==> config.mk <==
export PLATFORM = sky130hd
export DESIGN_NAME = sat_counter
export DESIGN_NICKNAME = d
export VERILOG_FILES = /design/src/rtl/sat_counter.sv
export SDC_FILE = /design/constraint.sdc
export NUM_CORES = 1
export LEC_CHECK = 0
export ABC_AREA = 1
export CORE_MARGIN = 3
export CORE_UTILIZATION = 45
export CTS_CLUSTER_SIZE = 8
export DETAILED_ROUTE_END_ITERATION = 12
export PLACE_DENSITY = 0.8
export SYNTH_ARGS = -nofsm -noshare
export SYNTH_HDL_FRONTEND = slang
export SYNTH_SLANG_ARGS = --single-unit
==> constraint.sdc <==
create_clock -name clk -period 1.4 [get_ports clk]
set_clock_uncertainty 0.1 [all_clocks]
set_input_delay 0.28 -clock clk [delete_from_list [all_inputs] [get_ports clk]]
set_output_delay 0.28 -clock clk [all_outputs]
set_load 0.05 [all_outputs]
==> src/rtl/sat_counter.sv <==
// Up-counter that sticks at all-ones; synchronous clear has priority over increment.
module sat_counter #(
    parameter int W = 16
) (
    input  logic         clk,
    input  logic         rst,
    input  logic         inc,
    input  logic         clr,
    output logic [W-1:0] value
);

    logic [W-1:0] r_value;

    // Count events, hold at full scale, clear on request.
    always_ff @(posedge clk or negedge rst) begin
        if (!rst) begin
            r_value <= '0;
        end else if (clr) begin
            r_value <= '0;
        end else if (inc && (r_value != '1)) begin
            r_value <= r_value + 1'b1;
        end
    end

    assign value = r_value;

endmodule

# After elaboration in Yosys (flattened, before gate mapping)
# Index checks and enable logic that the tools add are counted.
# word_totals
reg_bits	16
input_bits	4
output_inout_bits	16
elab_cells	7
# classes
addsub	1
n_eq_ne	1
muxes	2
reduce_logical	2
# ops
op	count
$mux 16	2
$add 16x1->16 const B	1
$ne 16x16->1 const B	1
$reduce_bool 2->1	1
$logic_and 1x1->1	1

# Depth between registers and ports, before layout
# Gate-level depths: netlist (run 1).
# logic_depth
word_depth	4
mapped_depth	10
ltp_nobuf	9

# Least setup slack after synthesis (run 1)
# No wires, ideal clock.
# synth_path
path_type	register to register
start	reg r_value[1] (netlist: value[1])
end	reg r_value[7] (netlist: value[7])
setup_time_ns	0.066
t_arrival_ns	1.799
required_time_ns	1.234
slack_ns	-0.565
stages_incl_launch_ff	11
path_buffers	1
period_less_slack_ns	1.965
cell_sequence	dfrtp_1 > ha_1 > nand2_2 > nor2_4 > nand2_4 > o21ai_4 > nand2_4 > inv_4 > buf_12 > nand2_1 > nand2_1
# synth_between
elab_chain_len	3
word_cells_on_any_way	6
classes_between	add/sub: 1; eq/ne: 1; mux: 2; reduce/logical: 2
# synth_lines
item	line	source
start, declared	12	logic [W-1:0] r_value;
start signal, assigned	21	r_value <= r_value + 1'b1;
$add 16x1->16 / $ne 16x16->1 (equally long branches)	21, 20	
$mux 16 / $logic_and 1x1->1 (equally long branches)	20	end else if (inc && (r_value != '1)) begin
$mux 16 / $reduce_bool 2->1 (equally long branches)	n/a	
# Several ways; a longest one is shown, not always the timed one. The select of a mux whose other input is x is not followed.
# A chain may end at the register's enable or synchronous reset.

# Final worst setup path (run 1)
# layout_path
start	reg r_value[0] (netlist: value[0])
end	reg r_value[12] (netlist: value[12])
# Same word-level chain as after synthesis.

==> impl_metrics.ini, run 1 <==
[synth]
syn_avg_cell_area_um2 = 7.20
synth-seq-area-share_pct = 38.6
yosys.area.top_type = dfrtp_1
syn_area_um2 = 1040
synth.area.top_cells = dfrtp_1 39%, nand2_1 20%, nand3_1 5.8%
synthDistinctLibCells = 23
synth_seq_cells = 16
synth_top_area_share_pct = 38.6
synth_cells = 144
ys_warn_count = 0
synth_nets = 149

[routing]
drt_iter0_drc = 94
drc = 0
drtPass1Iterations = 4
ant_nets = 0
post_drt_wl_per_cell_um = 18.6
vias = 1331
drt-vias-per-instance = 5.76
totalWireLength_mm = 4.30

[timing]
maxSlewHeadroom_pct = 83.9
setup_viol = 23
hold_slack_ps = 196
worst_slack_ps = -189
worst_slew_pin_slew_ps = 241
hold_violations = 0
period_needed_ps = 1590
rsz0062_at_grt = true
fmax_ghz = 0.629
maxSlewViolCount = 0
fin_crit_sh_pct = 113

[die]
dieArea_um2 = 2920
start_util_pct = 50.3
io_pins = 20
core-area_um2 = 2060
die-height_um = 54.0
die_w_um = 54.0
rows = 16

[clock_network]
path_clk_slew_ps = 110
cts_max_path_buffers = 2
clk_latency_ps = 300
cts_tree = done
h-tree-depth = 1
cts_inserted_buffers = 3
cts_sinks = 16
root_buffer = clkbuf_4

[worst_setup_path]
worstPathMaxFanout = 3
crit_start = value[0]$_DFFE_PN0P_
required_ps = 1540
r2r-start = value[0]$_DFFE_PN0P_
critPathLaunchType = register
cp.arrival_ps = 1730
end_kind = register
path_class = reg2reg

[status]
violations = setup timing
outcome = finished with violations

[power]
totalPowerFinal_uw = 952
peakVddDrop_v = 0.000546
p_per_area_nw_per_um2 = 510
power.leakage_nw = 0.897

[final_layout]
drive_gt1_share_pct = 44.1
largest_reg_flops = 16
syn_to_final_growth_pct = 79.9
final_common_cell = nand2_1
post-route-util_pct = 90.5
diodes = 0
nets = 210
mostFrequentLayoutCells = 53 x nand2_1, 25 x buf_4, 16 x buf_12, 15 x buf_6, 11 x nor2_1
nFillCells = 87
final_area_um2 = 1870
final_cells = 231

[place]
place.gp.congestion = 0.955
dp.final_hpwl_mm = 2.40
io_buffers = 19
dpl_cell_area_um2 = 1680
place_inst = 221

[job]
cap_violations = 0

[global_route]
grt_pass1_vias = 1265
antenna_found_initial = 0
grt_overflow = 0
grt_util_all_layers_pct = 26.5
grt_pass1_wl_mm = 5.52
grt_max_degree = 17

[worst_hold_path]
hold_class = in2async
[per-layer routing]
layer,wire length (um),GRT usage [%],part of all wire (%)
met1,1690,30.4,39
met2,2040,45.8,47
met3,336,6.09,7.8
met4,235,12.9,5.5
met5,0,0,0
[area by class of cell]
| class | count | area, um2 | share of cell area, % |
|---|---|---|---|
| timing repair buffer | 59 | 707 | 37.9 |
| inverter | 13 | 61.3 | 3.29 |
| sequential | 16 | 412 | 22.1 |
| clock buffer | 4 | 36.3 | 1.95 |
| tap | 27 | 33.8 | 1.81 |
| multi-input combinational | 112 | 616 | 33.0 |
[worst max-delay path, stage by stage, from the launching register on]
cell,delay [ps]
dfrtp_2,400
ha_4,150
nand2_4,70
nor2_4,170
buf_4,150
nand3_1,120
xor2_1,220
nand3_2,90
nand2_1,60
[cell families after synthesis]
logic type                 Yosys count  synth area share [%]
AOI/OAI and AO/OA                    8                  5.43
xor gates and xnor gates             5                  4.22
adders and majority gates            1                  1.21
buffers and inverters               16                  7.72
DFF                                 16                  38.6
and+or+nand+nor                     98                  42.8
[cell usage after synthesis]
master / count
nand4_1: 9
buf_2: 1
nand2_4: 2
nand2_1: 55
inv_2: 1
xor2_1: 3
nor3_1: 1
o21bai_1: 2
nor2_4: 2
xnor2_1: 2
or2_2: 1
inv_1: 11
o21ai_0: 4
nand2_2: 2
buf_12: 1
ha_1: 1
o21ai_4: 1
nor2_1: 14
buf_1: 1
inv_4: 1
dfrtp_1: 16
a21oi_1: 1
nand3_1: 12
[metrics by stage]
| stage | worst slack, ps | TNS, ps |
|---|---|---|
| global route | -324 | -4380 |
| detailed placement | -120 | -1480 |
| global placement | -105 | -882 |
| floorplan | -334 | -4860 |
| finish | -189 | -2440 |
| CTS | -106 | -1260 |
[report_power, final]
group	internal (mW)	total [mW]	switching, mW
Combinational	0.0645	0.152	0.0872
Sequential	0.468	0.473	0.00552
Clock	0.159	0.327	0.168
[worst paths after layout]
path / endpoint / slack (ps) / cells after the start
hold / removal: value[4]$_DFFE_PN0P_ / 200 / 2
setup reg to reg: value[12]$_DFFE_PN0P_ / -190 / 8
min in group clk: value[5]$_DFFE_PN0P_ / 480 / 2
hold reg to reg: value[5]$_DFFE_PN0P_ / 480 / 2
max in group asynchronous: value[9]$_DFFE_PN0P_ / 780 / 2
setup / recovery: value[12]$_DFFE_PN0P_ / -190 / 8
[repair_timing]
item                                    in CTS  in global routing
resized for setup                            7                 23
buffers inserted                             3                  5
hold buffers                                 0                  0
endpoints found under the setup margin      23                 30
pin swaps                                    4                 10
(Power assumes the default switching activity.)
==> run 2: changes to the inputs <==
==> config.mk (replaced) <==
export PLATFORM = sky130hd
export DESIGN_NAME = sat_counter
export DESIGN_NICKNAME = d
export VERILOG_FILES = /design/src/rtl/sat_counter.sv
export SDC_FILE = /design/constraint.sdc
export NUM_CORES = 1
export LEC_CHECK = 0
export CAP_MARGIN = 20
export CORE_MARGIN = 3
export CORE_UTILIZATION = 54
export CTS_CLUSTER_SIZE = 8
export DETAILED_ROUTE_END_ITERATION = 12
export DONT_BUFFER_PORTS = 1
export PLACE_DENSITY = 0.78
export SYNTH_ARGS = -nofsm -noshare
export SYNTH_HDL_FRONTEND = slang
export SYNTH_SLANG_ARGS = --single-unit
==> run 2 against run 1 <==
The run now fails in global routing (5_1_grt). Area after synthesis down 9.2%. Synthesized cell count is 32% lower.
==> impl_metrics.ini, run 2 <==
[status]
outcome = did not finish
failed_stage = global routing (5_1_grt)
stop_error = [ERROR DPL-0038] Utilization greater than 100%, impossible to legalize

[die]
start_util_pct = 59.8
die-height_um = 47.8
rows = 14
io_pins = 20
die_w_um = 47.8

[synth]
yosys.area.top_type = dfrtp_1
synth_seq_cells = 16
synthXorXnorAreaFrac_pct = 0
synth.area.top_cells = dfrtp_1 42%, a21oi_1 5.8%, o31ai_1 5.6%
synth_most_common_cell = dfrtp_1
synthAdderAreaFrac_pct = 1.33
synthDistinctLibCells = 28
synthSimpleGateAreaFrac_pct = 31.2
synth_top_family_by_area = simple AND/OR/NAND/NOR gates
synth_common_cells = 16 x dfrtp_1, 11 x a21oi_1, 7 x o31ai_1
synth_cells = 98
syn_avg_cell_area_um2 = 9.61
synth_edf_count = 0
ys_async_sr_fraction_pct = 100
ys_warn_count = 0
synth_compound_area_share_pct = 16.2
synth_top_flop_cell = dfrtp_1
synth_top_area_share_pct = 42.5
syn_area_um2 = 942
synth_mux_area_share_pct = 4.78
synth_nets = 103
synth-seq-area-share_pct = 42.5

[timing]
worst_endpoint_kind = register input
worst_endpoint = value[11]$_DFFE_PN0P_/D

[place]
place.gp.congestion = 0.869
io_buffers = 0
dp.final_hpwl_mm = 2.10

[clock_network]
cts_sinks = 16
h-tree-depth = 1
cts_max_path_buffers = 2
root_buffer = clkbuf_4
cts_inserted_buffers = 3

[global_route]
grt_max_degree = 17
==> run 2: changes by cell type after synthesis, sizes merged, moves of 3 or more <==
cell and delta:
nand2 -53, nor2 -12, a21oi +10, inv -10, nand3 -9, o31ai +7, or4 +7, nor4 +5
clkbuf +4, mux2 +4, nor2b +4, or3 +3, xor2 -3
==> run 2: metrics by stage <==
step	setup slack [ps]	area, um2	TNS (ps)	hold slack [ps]	instances
3_3_place_gp	-429	1260	-4840	-115	146
3_5_place_dp	-503	1260	-5920	-115	146
4_1_cts	-495	1470	-6470	42.5	157
2_1_floorplan	-492	990	-6740	-116	98
==> run 2: repair_timing <==
action | in CTS
endpoints found under the hold margin | 28
gates resized for setup | 25
pin swaps | 15
buffers inserted | 7
hold buffers | 2
setup endpoints to repair | 22
==> run 2: cells by family after synthesis <==
family | after synthesis
flip-flops | 16
buffers and inverters | 8
AO/OA/AOI/OAI | 24
multiplexers | 4
adder cells (fa/ha/maj) | 1
AND/OR/NAND/NOR | 45
==> run 3: changes to the inputs <==
--- a/config.mk
+++ b/config.mk
@@ -6,12 +6,11 @@
 export NUM_CORES = 1
 export LEC_CHECK = 0
 export CAP_MARGIN = 20
-export CORE_MARGIN = 3
-export CORE_UTILIZATION = 54
-export CTS_CLUSTER_SIZE = 8
+export CORE_AREA = 3 3 64 66
 export DETAILED_ROUTE_END_ITERATION = 12
+export DIE_AREA = 0 0 67 69
 export DONT_BUFFER_PORTS = 1
-export PLACE_DENSITY = 0.78
+export PLACE_DENSITY_LB_ADDON = 0.15
 export SYNTH_ARGS = -nofsm -noshare
 export SYNTH_HDL_FRONTEND = slang
 export SYNTH_SLANG_ARGS = --single-unit
==> constraint.sdc (replaced) <==
create_clock -name clk -period 1.8 [get_ports clk]
set_clock_uncertainty 0.1 [all_clocks]
set_input_delay 0.36 -clock clk [delete_from_list [all_inputs] [get_ports clk]]
set_output_delay 0.36 -clock clk [all_outputs]
set_load 0.05 [all_outputs]
==> run 3 against run 2 <==
The flow now finishes without violations. Area after synthesis unchanged. Synthesized cell count did not move.
==> impl_metrics.ini, run 3 <==
[status]
outcome = finished, final reports clean

[final_layout]
final_area_um2 = 1370
final_common_cell = buf_4
syn_to_final_growth_pct = 45.4
diodes = 0
largest_reg_flops = 16
mostFrequentLayoutCells = 30 x buf_4, 16 x dfrtp_2, 8 x a21oi_1, 7 x o31ai_1
post-route-util_pct = 37.7
final_cells = 177
nets = 135
drive_gt1_share_pct = 54.3

[clock_network]
cts_tree = done
clk_latency_ps = 250
cts_inserted_buffers = 3
cts_sinks = 16
cts_max_path_buffers = 2
root_buffer = clkbuf_8
path_clk_slew_ps = 70
h-tree-depth = 1

[synth]
synth_seq_cells = 16
synth.area.top_cells = dfrtp_1 42%, a21oi_1 5.8%, o31ai_1 5.6%
synthSimpleGateAreaFrac_pct = 31.2
syn_avg_cell_area_um2 = 9.61
synth_edf_count = 0
synth_most_common_cell = dfrtp_1
yosys.area.top_type = dfrtp_1
synth_cells = 98
synth-seq-area-share_pct = 42.5
synth_compound_area_share_pct = 16.2
synth_mux_area_share_pct = 4.78
synth_top_area_share_pct = 42.5
synth_common_cells = 16 x dfrtp_1, 11 x a21oi_1, 7 x o31ai_1
synthDistinctLibCells = 28
ys_async_sr_fraction_pct = 100
synthAdderAreaFrac_pct = 1.33
synthXorXnorAreaFrac_pct = 0
synth_nets = 103
syn_area_um2 = 942
synth_top_flop_cell = dfrtp_1
synth_top_family_by_area = simple AND/OR/NAND/NOR gates
ys_warn_count = 0

[die]
dieArea_um2 = 4620
core-area_um2 = 3630
start_util_pct = 25.9
die-height_um = 69
rows = 22
die_w_um = 67
io_pins = 20

[routing]
wl_met1_mm = 1.25
totalWireLength_mm = 2.72
vias = 923
drt_iter0_drc = 32
ant_nets = 0
dr_wl_met2_mm = 1.38
drtPass1Iterations = 4
wl_met3_um = 72
drt-vias-per-instance = 5.21
drc = 0
post_drt_wl_per_cell_um = 15.3
topRoutingLayerUsed = met4

[worst_setup_path]
end_kind = register
critPathLaunchType = register
path_cells = ha_4 > buf_6 > and4_4 > o211ai_4 > or4_4 > a21oi_2
critPathMaxStageDelay_ps = 430
required_ps = 1880
cp.arrival_ps = 1820
path_class = reg2reg
worstPathMaxFanout = 8
crit_slowest_cell = or4_4

[timing]
setup_viol = 0
maxSlewHeadroom_pct = 50.2
hold_slack_ps = 55.3
period_needed_ps = 1740
worst_slew_pin_slew_ps = 744
fmax_ghz = 0.576
fin_crit_sh_pct = 96.4
tns_ps = 0
worst_slack_ps = 64.7
hold_violations = 0
maxSlewViolCount = 0
rsz0062_at_grt = true

[global_route]
antenna_found_initial = 0
grt_util_all_layers_pct = 13.0
grt_overflow = 0
grt_pass1_wl_mm = 4.74
grt_pass1_vias = 982
grt_max_degree = 21

[job]
cap_violations = 0

[place]
place.gp.congestion = 0.773
dp.final_hpwl_mm = 1.99
dpl_cell_area_um2 = 1230
dp_slack_ps = -50.1
place_inst = 169
io_buffers = 0

[worst_hold_path]
hold_class = in2reg

[power]
power.leakage_nw = 0.536
p_per_area_nw_per_um2 = 545
totalPowerFinal_uw = 747
peakVddDrop_v = 0.000177
-- run 3: timing repair --
action                                  in CTS  in global routing
buffers inserted                             1                  2
resized for setup                            6                  5
pin swaps                                    3                  2
endpoints found under the setup margin       5                 11
hold buffers                                 1                  0
hold endpoints to repair                    16                  0
-- run 3: metal layers --
metal | vias to the layer above | GRT usage [%]
met5 | - | 0
met4 | 0 | 4.28
met3 | 2 | 2.93
met2 | 8 | 20.2
met1 | 471 | 17.4
li1 | 442 | -
-- run 3: final timing paths --
kind / start / end / slack [ps] / cells after the start
min: clr / value[10]$_DFFE_PN0P_ / 60 / 1
min reg2reg: value[0]$_DFFE_PN0P_ / value[0]$_DFFE_PN0P_ / 500 / 2
max: value[0]$_DFFE_PN0P_ / value[10]$_DFFE_PN0P_ / 60 / 6
min in group asynchronous: rst / value[14]$_DFFE_PN0P_ / 520 / 1
max reg2reg: value[0]$_DFFE_PN0P_ / value[10]$_DFFE_PN0P_ / 60 / 6
max in group asynchronous: rst / value[1]$_DFFE_PN0P_ / 570 / 1
-- run 3: critical path, delay by kind of cell (launching register included) --
family                   cells  cell delay [ps]
AO/OA/AOI/OAI                2              250
adder cells (fa/ha/maj)      1              150
buffers and inverters        1               90
flip-flops                   1              400
AND/OR/NAND/NOR              2              670
-- run 3: area by class of cell --
type,count,area (um2)
tap,48,60.1
sequential,16,420
timing repair buffer,32,246
multi-input combinational,74,577
clock buffer,4,55.1
inverter,3,11.3
fill,367,2260
-- run 3: cell families after synthesis --
family | Yosys count
flip-flops | 16
buffers and inverters | 8
AND/OR/NAND/NOR | 45
adder cells (fa/ha/maj) | 1
AO/OA/AOI/OAI | 24
multiplexers | 4
-- run 3: power by group --
| group | internal [mW] | leakage [nW] | switching (mW) |
|---|---|---|---|
| Combinational | 0.0190 | 0.312 | 0.0359 |
| Clock | 0.194 | 0.0288 | 0.130 |
| Sequential | 0.363 | 0.196 | 0.00470 |
| Total | 0.576 | 0.536 | 0.171 |
